`src/rtl/seg_scan_driver.sv`:
```
// Multiplexed 7-segment scanner: dead-time, PWM brightness, frame-shadowed inputs; outputs registered (1 cycle), no backpressure.
// Define SEG_LZB_EN to enable leading-zero blanking of the upper digits.
module seg_scan_driver #(
   parameter int NUM_DIGITS = 4,
   parameter int DIV        = 100000,
   parameter int DEAD       = 2
) (
   input  logic                    clk,
   input  logic                    rst_n,
   input  logic [4*NUM_DIGITS-1:0] graphics,
   input  logic [NUM_DIGITS-1:0]   dp,
   input  logic [NUM_DIGITS-1:0]   blank,
   input  logic [3:0]              bright,
   output logic [NUM_DIGITS-1:0]   seg_sel,
   output logic [7:0]              seg,
   output logic                    frame_done
);
   localparam int CW = (DIV > 1) ? $clog2(DIV) : 1;
   localparam int DW = (NUM_DIGITS > 1) ? $clog2(NUM_DIGITS) : 1;
   localparam int AW = CW + 6;
   localparam logic [CW-1:0]         CNT_MAX = CW'(DIV - 1);
   localparam logic [DW-1:0]         DIG_MAX = DW'(NUM_DIGITS - 1);
   localparam logic [AW-1:0]         DEAD_W  = AW'(DEAD);
   localparam logic [AW-1:0]         ON_SPAN = AW'(DIV - DEAD);
   localparam logic [NUM_DIGITS-1:0] SEL_ONE = NUM_DIGITS'(1);

   logic [CW-1:0]           cnt_q, cnt_d;
   logic [DW-1:0]           dig_q, dig_d;
   logic [4*NUM_DIGITS-1:0] sh_gfx_q;
   logic [NUM_DIGITS-1:0]   sh_dp_q, sh_blank_q;
   logic [7:0]              seg_q, seg_d;
   logic [NUM_DIGITS-1:0]   seg_sel_q, seg_sel_d;
   logic                    frame_done_q;
   logic                    tick, wrap;
   logic [3:0]              code;
   logic [7:0]              rom;
   logic                    suppress;
   logic [AW-1:0]           cnt_w, lhs, rhs;
   logic                    on;

   assign tick = (cnt_q == CNT_MAX);
   assign wrap = tick && (dig_q == DIG_MAX);
   assign cnt_d = tick ? '0 : cnt_q + CW'(1);
   assign dig_d = wrap ? '0 : (tick ? dig_q + DW'(1) : dig_q);
   assign code  = sh_gfx_q[{dig_q, 2'b00} +: 4];

   // PWM window: lit fraction of the post-dead-time slot is (bright+1)/16.
   assign cnt_w = AW'(cnt_q);
   assign lhs   = (cnt_w - DEAD_W) << 4;
   assign rhs   = ON_SPAN * (AW'(bright) + AW'(1));
   assign on    = (cnt_w >= DEAD_W) && (lhs < rhs);

`ifdef SEG_LZB_EN
   logic [NUM_DIGITS-1:0] lz;
   always_comb begin
      lz = '0;
      lz[NUM_DIGITS-1] = (sh_gfx_q[4*NUM_DIGITS-1 -: 4] == 4'h0);
      for (int k = NUM_DIGITS - 2; k >= 0; k--)
         lz[k] = lz[k+1] && (sh_gfx_q[4*k +: 4] == 4'h0);
      lz[0] = 1'b0;
   end
   assign suppress = lz[dig_q];
`else
   assign suppress = 1'b0;
`endif

   always_comb begin
      rom = 8'hFF;
      unique case (code)
         4'h0: rom = 8'hC0;
         4'h1: rom = 8'hF9;
         4'h2: rom = 8'hA4;
         4'h3: rom = 8'hB0;
         4'h4: rom = 8'h99;
         4'h5: rom = 8'h92;
         4'h6: rom = 8'h82;
         4'h7: rom = 8'hF8;
         4'h8: rom = 8'h80;
         4'h9: rom = 8'h90;
         4'hA: rom = 8'hAB;
         4'hB: rom = 8'hA1;
         4'hC: rom = 8'hAF;
         4'hD: rom = 8'h88;
         4'hE: rom = 8'h6B;
         4'hF: rom = 8'hFF;
      endcase
   end

   always_comb begin
      seg_d     = 8'hFF;
      seg_sel_d = '1;
      if (on) begin
         seg_sel_d = ~(SEL_ONE << dig_q);
         if (!sh_blank_q[dig_q]) begin
            seg_d[6:0] = suppress ? 7'h7F : rom[6:0];
            seg_d[7]   = (suppress ? 1'b1 : rom[7]) & ~sh_dp_q[dig_q];
         end
      end
   end

   always_ff @(posedge clk or negedge rst_n) begin
      if (!rst_n) begin
         cnt_q        <= '0;
         dig_q        <= '0;
         sh_gfx_q     <= '1;
         sh_dp_q      <= '0;
         sh_blank_q   <= '1;
         seg_q        <= 8'hFF;
         seg_sel_q    <= '1;
         frame_done_q <= 1'b0;
      end else begin
         cnt_q        <= cnt_d;
         dig_q        <= dig_d;
         seg_q        <= seg_d;
         seg_sel_q    <= seg_sel_d;
         frame_done_q <= wrap;
         // Shadows load only at the frame boundary so a frame never tears.
         if (wrap) begin
            sh_gfx_q   <= graphics;
            sh_dp_q    <= dp;
            sh_blank_q <= blank;
         end
      end
   end

   assign seg        = seg_q;
   assign seg_sel    = seg_sel_q;
   assign frame_done = frame_done_q;
endmodule

```
`config.mk`:
```
export PLATFORM = sky130hd
export DESIGN_NAME = seg_scan_driver
export DESIGN_NICKNAME = d
export VERILOG_FILES = /design/src/rtl/seg_scan_driver.sv
export SDC_FILE = /design/constraint.sdc
export NUM_CORES = 1
export LEC_CHECK = 0
export ABC_CLOCK_PERIOD_IN_PS = 7800
export CAP_MARGIN = 20
export CORE_ASPECT_RATIO = 0.8
export CORE_UTILIZATION = 30
export DETAILED_ROUTE_END_ITERATION = 8
export PLACE_DENSITY = 0.53
export SLEW_MARGIN = 10
export SYNTH_ARGS = -nofsm -noshare
export SYNTH_HDL_FRONTEND = slang
export SYNTH_SLANG_ARGS = --single-unit
```
`constraint.sdc`:
```
create_clock -name clk -period 7.8 [get_ports clk]
set_input_delay 1.56 -clock clk [delete_from_list [all_inputs] [get_ports clk]]
set_output_delay 1.56 -clock clk [all_outputs]
set_load 0.01 [all_outputs]
```
==> summary.txt, run 1 <==
Routing
  – Max layer used: met4
  – Drt first pass iters: 5
  – DR WL/cell: 14.1 um
  – 1st-iter DRT viols: approximately 190
  – Drt drc: 0
  – Met1 WL: between 5000 and 6000 um
  – Metal2 WL: 4550 um
  – DRT antenna net count: 0
  – Vias per inst: 4.74
  – Met3 wire len: 215 um
  – Final WL: between 10000 and 15000 um
  – Routed vias: roughly 3500

Synth
  – Syn nets: 600
  – Yosys cell types: between 50 and 60
  – Register bit count reported by yosys: 56
  – Ys async rst share: 1.00
  – Synth warn: 0
  – Ys flop type: dfstp_2
  – Avg Inst Size Synth: slightly above 10 sq um
  – Sequential cell area fraction in the yosys report: 0.289
  – Syn Std Cell Area: roughly 5000 sq um
  – Post-synth EDFFs: 0
  – Synth Instances: around 490

Power and ir drop
  – Peak VDD IR: 0.0938 mV
  – Static leakage: 2.65 nW
  – Pwr dens: around 170 nW/um^2
  – Final Power: about 0.96 mW

Floorplan
  – Num ports: 43
  – Die W: about 150 um
  – Die ar.: ~17000 sq um
  – Core area: 16000 sq um
  – FP Rows: 41
  – Height of the die: 117 um
  – Initial Utilization: 0.312

Placed design
  – GPL Wtd Cong: 0.858
  – Port Buffer Count: 42
  – DP Wirelength: between 8000 and 9000 um

Setup path
  – CP required: around 8.0 ns
  – Critical path fanouts, max: 8
  – WS Path Type: input port to flip-flop
  – Worst setup SP type: input port
  – WP data arrival: around 7.3 ns
  – Crit path capture type: flip-flop

Clock tree
  – CTS Buffer Depth: 2
  – Clock sinks: 56
  – Post-CTS Setup Bufs: 0
  – Clock transition at path regs: about 0.08 ns
  – CTS Hold Bufs: 0
  – CTS tree: built
  – Worst skew pair latency: 0.29 ns
  – Cts repair resizes: 0
  – Htree depth: 2
  – CTS buffer count: 5
  – Clock root cell: clkbuf_16

STA
  – Tmin final: between 7 and 8 ns
  – Final period util: 0.908
  – RSZ-0062 raised after global routing: no
  – Normalized max-slew margin: 0.528
  – Post-Route Skew: between 0.006 and 0.007 ns
  – Fin. Hold Viols: 0
  – Max Clk Rate: around 140 MHz
  – # setup viols final: 0
  – Setup TNS: 0 ns
  – Slew Limit Fails: 0
  – Worst-margin pin slew: roughly 0.71 ns

Layout
  – # diodes: 0
  – NumNets Final: roughly 630
  – Fillers: 1604
  – P&R area growth vs syn: 15.1%
  – Share of layout cells above drive strength 1: 0.188

GRT
  – Vias in the first global route: 3475
  – Largest net degree at the start of global routing: between 50 and 60
  – First-pass GRT wire length: about 18000 um
  – Gr usage total: 0.126
  – GRT overflow: 0
  – Initial antenna violation count: 0

Run status
  – Status: completed

Min path
  – Worst Hold Class: flip-flop to flip-flop

Run
  – # Max-Cap Violations: 0
-- cell type report --
type                       instances  area (sq um)  area share
clock inverter                     2          38.8     0.00675
multi-input combinational        384          3330       0.579
timing repair buffer              44           430      0.0749
sequential                        56          1440       0.251
inverter                          30           113      0.0196
tap                              215           269      0.0468
clock buffer                       6           129      0.0224
-- sequential cells by signal, summed over array words and instances (netlist names) --
name        cells
seg             8
cnt_q          17
sh_dp_q         4
dig_q           2
frame_done      1
seg_sel         4
sh_blank_q      4
sh_gfx_q       16
-- stage by stage --
stage / hold WS (ns) / utilization / setup slack (ns) / area, sq um / cells
4_1_cts: 0.511 / 0.359 / 0.721 / 5750 / 737
3_5_place_dp: 0.493 / 0.349 / 0.404 / 5580 / 729
6_report: 0.510 / 0.359 / 0.721 / 5750 / 737
2_1_floorplan: 0.474 / - / 1.70 / 5000 / 487
3_3_place_gp: 0.488 / 0.349 / 0.641 / 5580 / 729
5_1_grt: 0.528 / 0.359 / 0.325 / 5750 / 737
-- synthesized netlist by cell type, types with 4 or more instances --
library cell | count | area share
nand3_1 | 9 | 0.0090
nand2_1 | 34 | 0.026
o21a_1 | 5 | 0.0075
mux4_2 | 7 | 0.032
and2b_2 | 4 | 0.0070
dfrtp_1 | 24 | 0.12
buf_6 | 5 | 0.011
o21ai_1 | 6 | 0.0060
xor2_1 | 22 | 0.039
ha_1 | 78 | 0.20
mux2_4 | 20 | 0.060
o211ai_1 | 5 | 0.0075
or2_2 | 5 | 0.0063
a21oi_1 | 19 | 0.019
xnor2_1 | 22 | 0.039
buf_2 | 8 | 0.0080
nor2_1 | 27 | 0.020
nor3_1 | 10 | 0.010
inv_1 | 30 | 0.023
o21ai_0 | 23 | 0.023
a211oi_1 | 4 | 0.0060
mux2_2 | 7 | 0.016
dfstp_2 | 32 | 0.17
a21o_1 | 11 | 0.017
and3_1 | 4 | 0.0050
fa_1 | 5 | 0.020
nand4_1 | 9 | 0.011
-- where the power goes --
group | total, mW | switching [mW] | internal (mW)
Combinational | 0.392 | 0.212 | 0.180
Sequential | 0.311 | 0.00471 | 0.307
Clock | 0.260 | 0.107 | 0.153
-- placed cells by master (no fill, tap or decap), types with 5 or more instances in the layout --
master           synthesis  final
ha_1                    78     78
clkdlybuf4s50_1          0     41
nand2_1                 34     34
dfstp_2                 32     32
inv_1                   30     30
nor2_1                  27     27
dfrtp_1                 24     24
o21ai_0                 23     23
xor2_1                  22     22
xnor2_1                 22     22
mux2_4                  20     20
a21oi_1                 19     19
a21o_1                  11     11
nor3_1                  10     10
nand3_1                  9      9
nand4_1                  9      9
mux2_2                   7      7
mux4_2                   7      7
o21ai_1                  6      6
or2_2                    5      5
o21a_1                   5      5
o211ai_1                 5      5
fa_1                     5      5
clkbuf_16                0      5
-- cell families after synthesis --
logic type      synth area share
xor+xnor                  0.0771
compound gates             0.112
mux                        0.111
buf+inv                   0.0456
simple gates               0.150
flops                      0.289
fa+ha+maj                  0.215
-- path summary, 6_finish.rpt --
check	start	to	slack, ns	depth (start not counted)
min in group asynchronous	rst_n	sh_dp_q[0]	1.41	2
max in group asynchronous	rst_n	cnt_q[13]	5.92	2
hold / removal	sh_dp_q[0]	sh_dp_q[0]	0.51	1
setup reg to reg	cnt_q[1]	seg_sel[1]	4.54	12
hold reg to reg	sh_dp_q[0]	sh_dp_q[0]	0.51	1
setup / recovery	bright[0]	seg[7]	0.72	22
-- routing by layer --
metal | vias up | global-route usage
met5 | - | 0
met4 | 0 | 0.0176
met3 | 4 | 0.0163
met2 | 36 | 0.196
met1 | 1648 | 0.188
li1 | 1805 | -
-- critical path, cell delays in order --
cell and delay (ns):
clkdlybuf4s50_1 0.60, ha_1 0.32, xnor2_1 0.26, inv_1 0.18
ha_1 0.36, ha_1 0.30, inv_1 0.04, fa_1 0.47
inv_1 0.07, fa_1 0.49, a211oi_2 0.26, o211ai_1 0.17
a31oi_2 0.28, o21ai_0 0.14, and4b_1 0.23, nor3_1 0.23
ha_1 0.28, nand4_1 0.12, or2_2 0.12, o22ai_1 0.13
nor4_4 0.52, o22ai_1 0.14
No activity file was read; power rests on OpenSTA's default activity.
==> run 2, diff against run 1 <==
--- a/config.mk
+++ b/config.mk
@@ -8,6 +8,7 @@
 export ABC_CLOCK_PERIOD_IN_PS = 7800
 export CAP_MARGIN = 20
 export CORE_ASPECT_RATIO = 0.8
+export CORE_MARGIN = 4
 export CORE_UTILIZATION = 30
 export DETAILED_ROUTE_END_ITERATION = 8
 export PLACE_DENSITY = 0.53
==> run 2 against run 1 <==
Compared with the run above:
- non-clock buffer count is the same
- sequential power is essentially flat
- die area rose by 9.4%
- clock power down 13%
- final cell count did not move
- global-route usage is 0.98 points lower
- count of clock-buffer cells in the layout shrank 1
- utilization is 0.25 points lower
- first-iteration DRC count up 20%
- critical path type unchanged
- highest routed layer unchanged
==> summary.txt, run 2 (synthesis results as in run 1) <==
Setup path
  – Critical path fanouts, max: 8 (unchanged)
  – R2R cell count: 13 (was 12)
  – FF-to-FF End: seg[7] (was seg_sel[1])
  – Reg2Reg Launch Point: cnt_q[1] (unchanged)
  – WS Path Type: input port to flip-flop (unchanged)
  – WP data arrival: 7.23 ns (was 7.28 ns)
  – Flop2flop setup slack: 4.59 ns (was 4.54 ns)
  – Worst setup SP type: input port (unchanged)
  – Crit path top cell by count: ha_1 (unchanged)
  – Slowest CP cell: clkdlybuf4s50_1 (unchanged)
  – Worst path buffer plus inverter count: 4 (unchanged)
  – Critical path's top delay family: adder cells (unchanged)
  – Crit-path max cell delay: 0.57 ns (was 0.60 ns)
  – CP required: 8.00 ns (about the same)
  – Critical path, cell by cell: clkdlybuf4s50_1 > ha_1 > xnor2_1 > inv_1 > ha_1 > ha_1 > inv_1 > fa_1 > inv_1 > fa_1 > a211oi_2 > o211ai_1 > a31oi_2 > o21ai_0 > and4b_1 > nor3_1 > ha_1 > nand4_1 > or2_2 > o22ai_1 > nor4_4 > o22ai_1 (unchanged)
  – Crit path capture type: flip-flop (unchanged)
  – Stages on the worst setup path: 22 (unchanged)

Placed design
  – Port Buffer Count: 42 (unchanged)
  – DP Wirelength: 8630 um (was 8310 um)
  – Dpl cell area: 5580 sq um (unchanged)
  – GPL Wtd Cong: 0.884 (was 0.858)
  – Placed insts: 729 (unchanged)
  – Pre-CTS setup slack: 0.478 ns (was 0.404 ns)

STA
  – Normalized max-slew margin: 0.521 (was 0.528)
  – Tmin final: 7.03 ns (was 7.08 ns)
  – Post-Route Hold Slack: 0.510 ns (about the same)
  – Setup TNS: 0 ns (unchanged)
  – Fin. Hold Viols: 0 (unchanged)
  – RSZ-0062 raised after global routing: no (unchanged)
  – Final period util: 0.901 (was 0.908)
  – Max Clk Rate: 142 MHz (was 141 MHz)
  – Post-Route Skew: 0.00826 ns (was 0.00614 ns)
  – Slew Limit Fails: 0 (unchanged)
  – # setup viols final: 0 (unchanged)
  – Worst-margin pin slew: 0.719 ns (was 0.708 ns)
  – Worst setup margin: 0.775 ns (was 0.721 ns)

Min path
  – Hold EP: sh_dp_q[0] (unchanged)
  – Hold wc startpoint: sh_dp_q[0] (unchanged)
  – Hold depth: 1 (unchanged)
  – Worst Hold Class: flip-flop to flip-flop (unchanged)

Run status
  – Status: completed (unchanged)

Layout
  – Reg with most FFs: cnt_q (unchanged)
  – Final Instance Count excl. Fillers: 737 (unchanged)
  – Most frequent cells in the layout: ha_1 (78), clkdlybuf4s50_1 (41), nand2_1 (34) (unchanged)
  – Share of layout cells above drive strength 1: 0.190 (was 0.188)
  – Cell area after layout: 5730 sq um (was 5750 sq um)
  – Commonest non-fill, non-tap cell in the layout: ha_1 (unchanged)
  – Fillers: 1592 (was 1604)
  – Number of flip-flops under the largest register name: 17 (unchanged)
  – P&R area growth vs syn: 14.6% (was 15.1%)
  – # diodes: 0 (unchanged)
  – Core Util, Final: 0.357 (was 0.359)
  – NumNets Final: 634 (unchanged)

Clock tree
  – CTS tree: built (unchanged)
  – Clock transition at path regs: 0.07 ns (was 0.08 ns)
  – Htree depth: 2 (unchanged)
  – Clock root cell: clkbuf_16 (unchanged)
  – CTS Buffer Depth: 2 (unchanged)
  – Post-CTS Setup Bufs: 0 (unchanged)
  – Clock sinks: 56 (unchanged)
  – Worst skew pair latency: 0.29 ns (about the same)
  – CTS Hold Bufs: 0 (unchanged)
  – Cts repair resizes: 0 (unchanged)
  – CTS buffer count: 5 (unchanged)

Floorplan
  – Height of the die: 123 um (was 117 um)
  – Die ar.: 18800 sq um (was 17200 sq um)
  – FP Rows: 41 (unchanged)
  – Initial Utilization: 0.311 (was 0.312)
  – Core area: 16100 sq um (was 16000 sq um)
  – Die W: 152 um (was 146 um)
  – Num ports: 43 (unchanged)

Power and ir drop
  – Final Power: 0.928 mW (was 0.963 mW)
  – Peak VDD IR: 0.0856 mV (was 0.0938 mV)
  – Pwr dens: 162 nW/um^2 (was 168 nW/um^2)
  – Static leakage: 2.63 nW (was 2.65 nW)

GRT
  – Met1 usage: 0.170 (was 0.188)
  – GR Layer Usage met3: 0.0168 (was 0.0163)
  – Initial antenna violation count: 0 (unchanged)
  – Largest net degree at the start of global routing: 57 (unchanged)
  – Met2 Use GR: 0.180 (was 0.196)
  – First-pass GRT wire length: 18100 um (was 17900 um)
  – GRT overflow: 0 (unchanged)
  – Vias in the first global route: 3618 (was 3475)
  – Most Crowded Layer GR: met2 (unchanged)
  – Gr usage total: 0.116 (was 0.126)

Routing
  – 1st-iter DRT viols: 227 (was 189)
  – Final WL: 10700 um (was 10400 um)
  – DRT antenna net count: 0 (unchanged)
  – Vias per inst: 4.80 (was 4.74)
  – Routed vias: 3541 (was 3493)
  – DR WL/cell: 14.5 um (was 14.1 um)
  – Drt first pass iters: 4 (was 5)
  – Drt drc: 0 (unchanged)

Run
  – # Max-Cap Violations: 0 (unchanged)
-- run 2: changes by cell type in the layout (fill, tap and decap cells not counted), sizes merged --
cell	delta
clkinvlp	+1
clkinv	+1
bufinv	-1
clkbuf	-1
-- run 2: routing by layer --
layer | share of wire | vias up
li1 | - | 1800
met1 | 0.52 | 1669
met2 | 0.43 | 60
met3 | 0.027 | 12
met4 | 0.018 | 0
met5 | 0 | -
-- run 2: worst max path at each step --
stage / startpoint / to / slack (ns)
after floorplan: bright[0] / seg[7] / 1.70
after detailed placement: bright[0] / seg[7] / 0.48
after CTS: bright[0] / seg[7] / 0.79
after global placement: bright[0] / seg[7] / 0.64
final: bright[0] / seg[7] / 0.77
after global routing: bright[0] / seg[7] / 0.29
-- run 2: worst reg2reg max path, stage by stage, from the launching register on --
cell and delay, ns:
dfrtp_1 0.46, inv_1 0.11, ha_1 0.25, nand3_1 0.14, nor4_1 0.45, nand2_1 0.13
xnor2_1 0.16, ha_1 0.28, nand2_1 0.09, o21ai_0 0.10, nor4_1 0.19, a21oi_1 0.13
nor4_4 0.49, o22ai_1 0.15
-- run 2: where the power goes --
group / total, mW / internal, mW / switching, mW
Clock: 0.226 / 0.120 / 0.106
Sequential: 0.311 / 0.307 / 0.00453
Combinational: 0.392 / 0.180 / 0.212
Total: 0.928 / 0.606 / 0.322
-- run 2: area by class of cell --
cell class                 count  area (sq um)  share of cell area
timing repair buffer          44           430              0.0752
clock buffer                   5           125              0.0218
sequential                    56          1440               0.252
tap                          215           269              0.0470
inverter                      30           113              0.0197
multi-input combinational    384          3330               0.581
clock inverter                 3          21.3             0.00371
==> run 3, diff against run 2 <==
--- a/config.mk
+++ b/config.mk
@@ -8,7 +8,6 @@
 export ABC_CLOCK_PERIOD_IN_PS = 7800
 export CAP_MARGIN = 20
 export CORE_ASPECT_RATIO = 0.8
-export CORE_MARGIN = 4
 export CORE_UTILIZATION = 30
 export DETAILED_ROUTE_END_ITERATION = 8
 export PLACE_DENSITY = 0.53
==> results of run 3 <==
Final layout, timing and power as in run 1 (identical DEF).
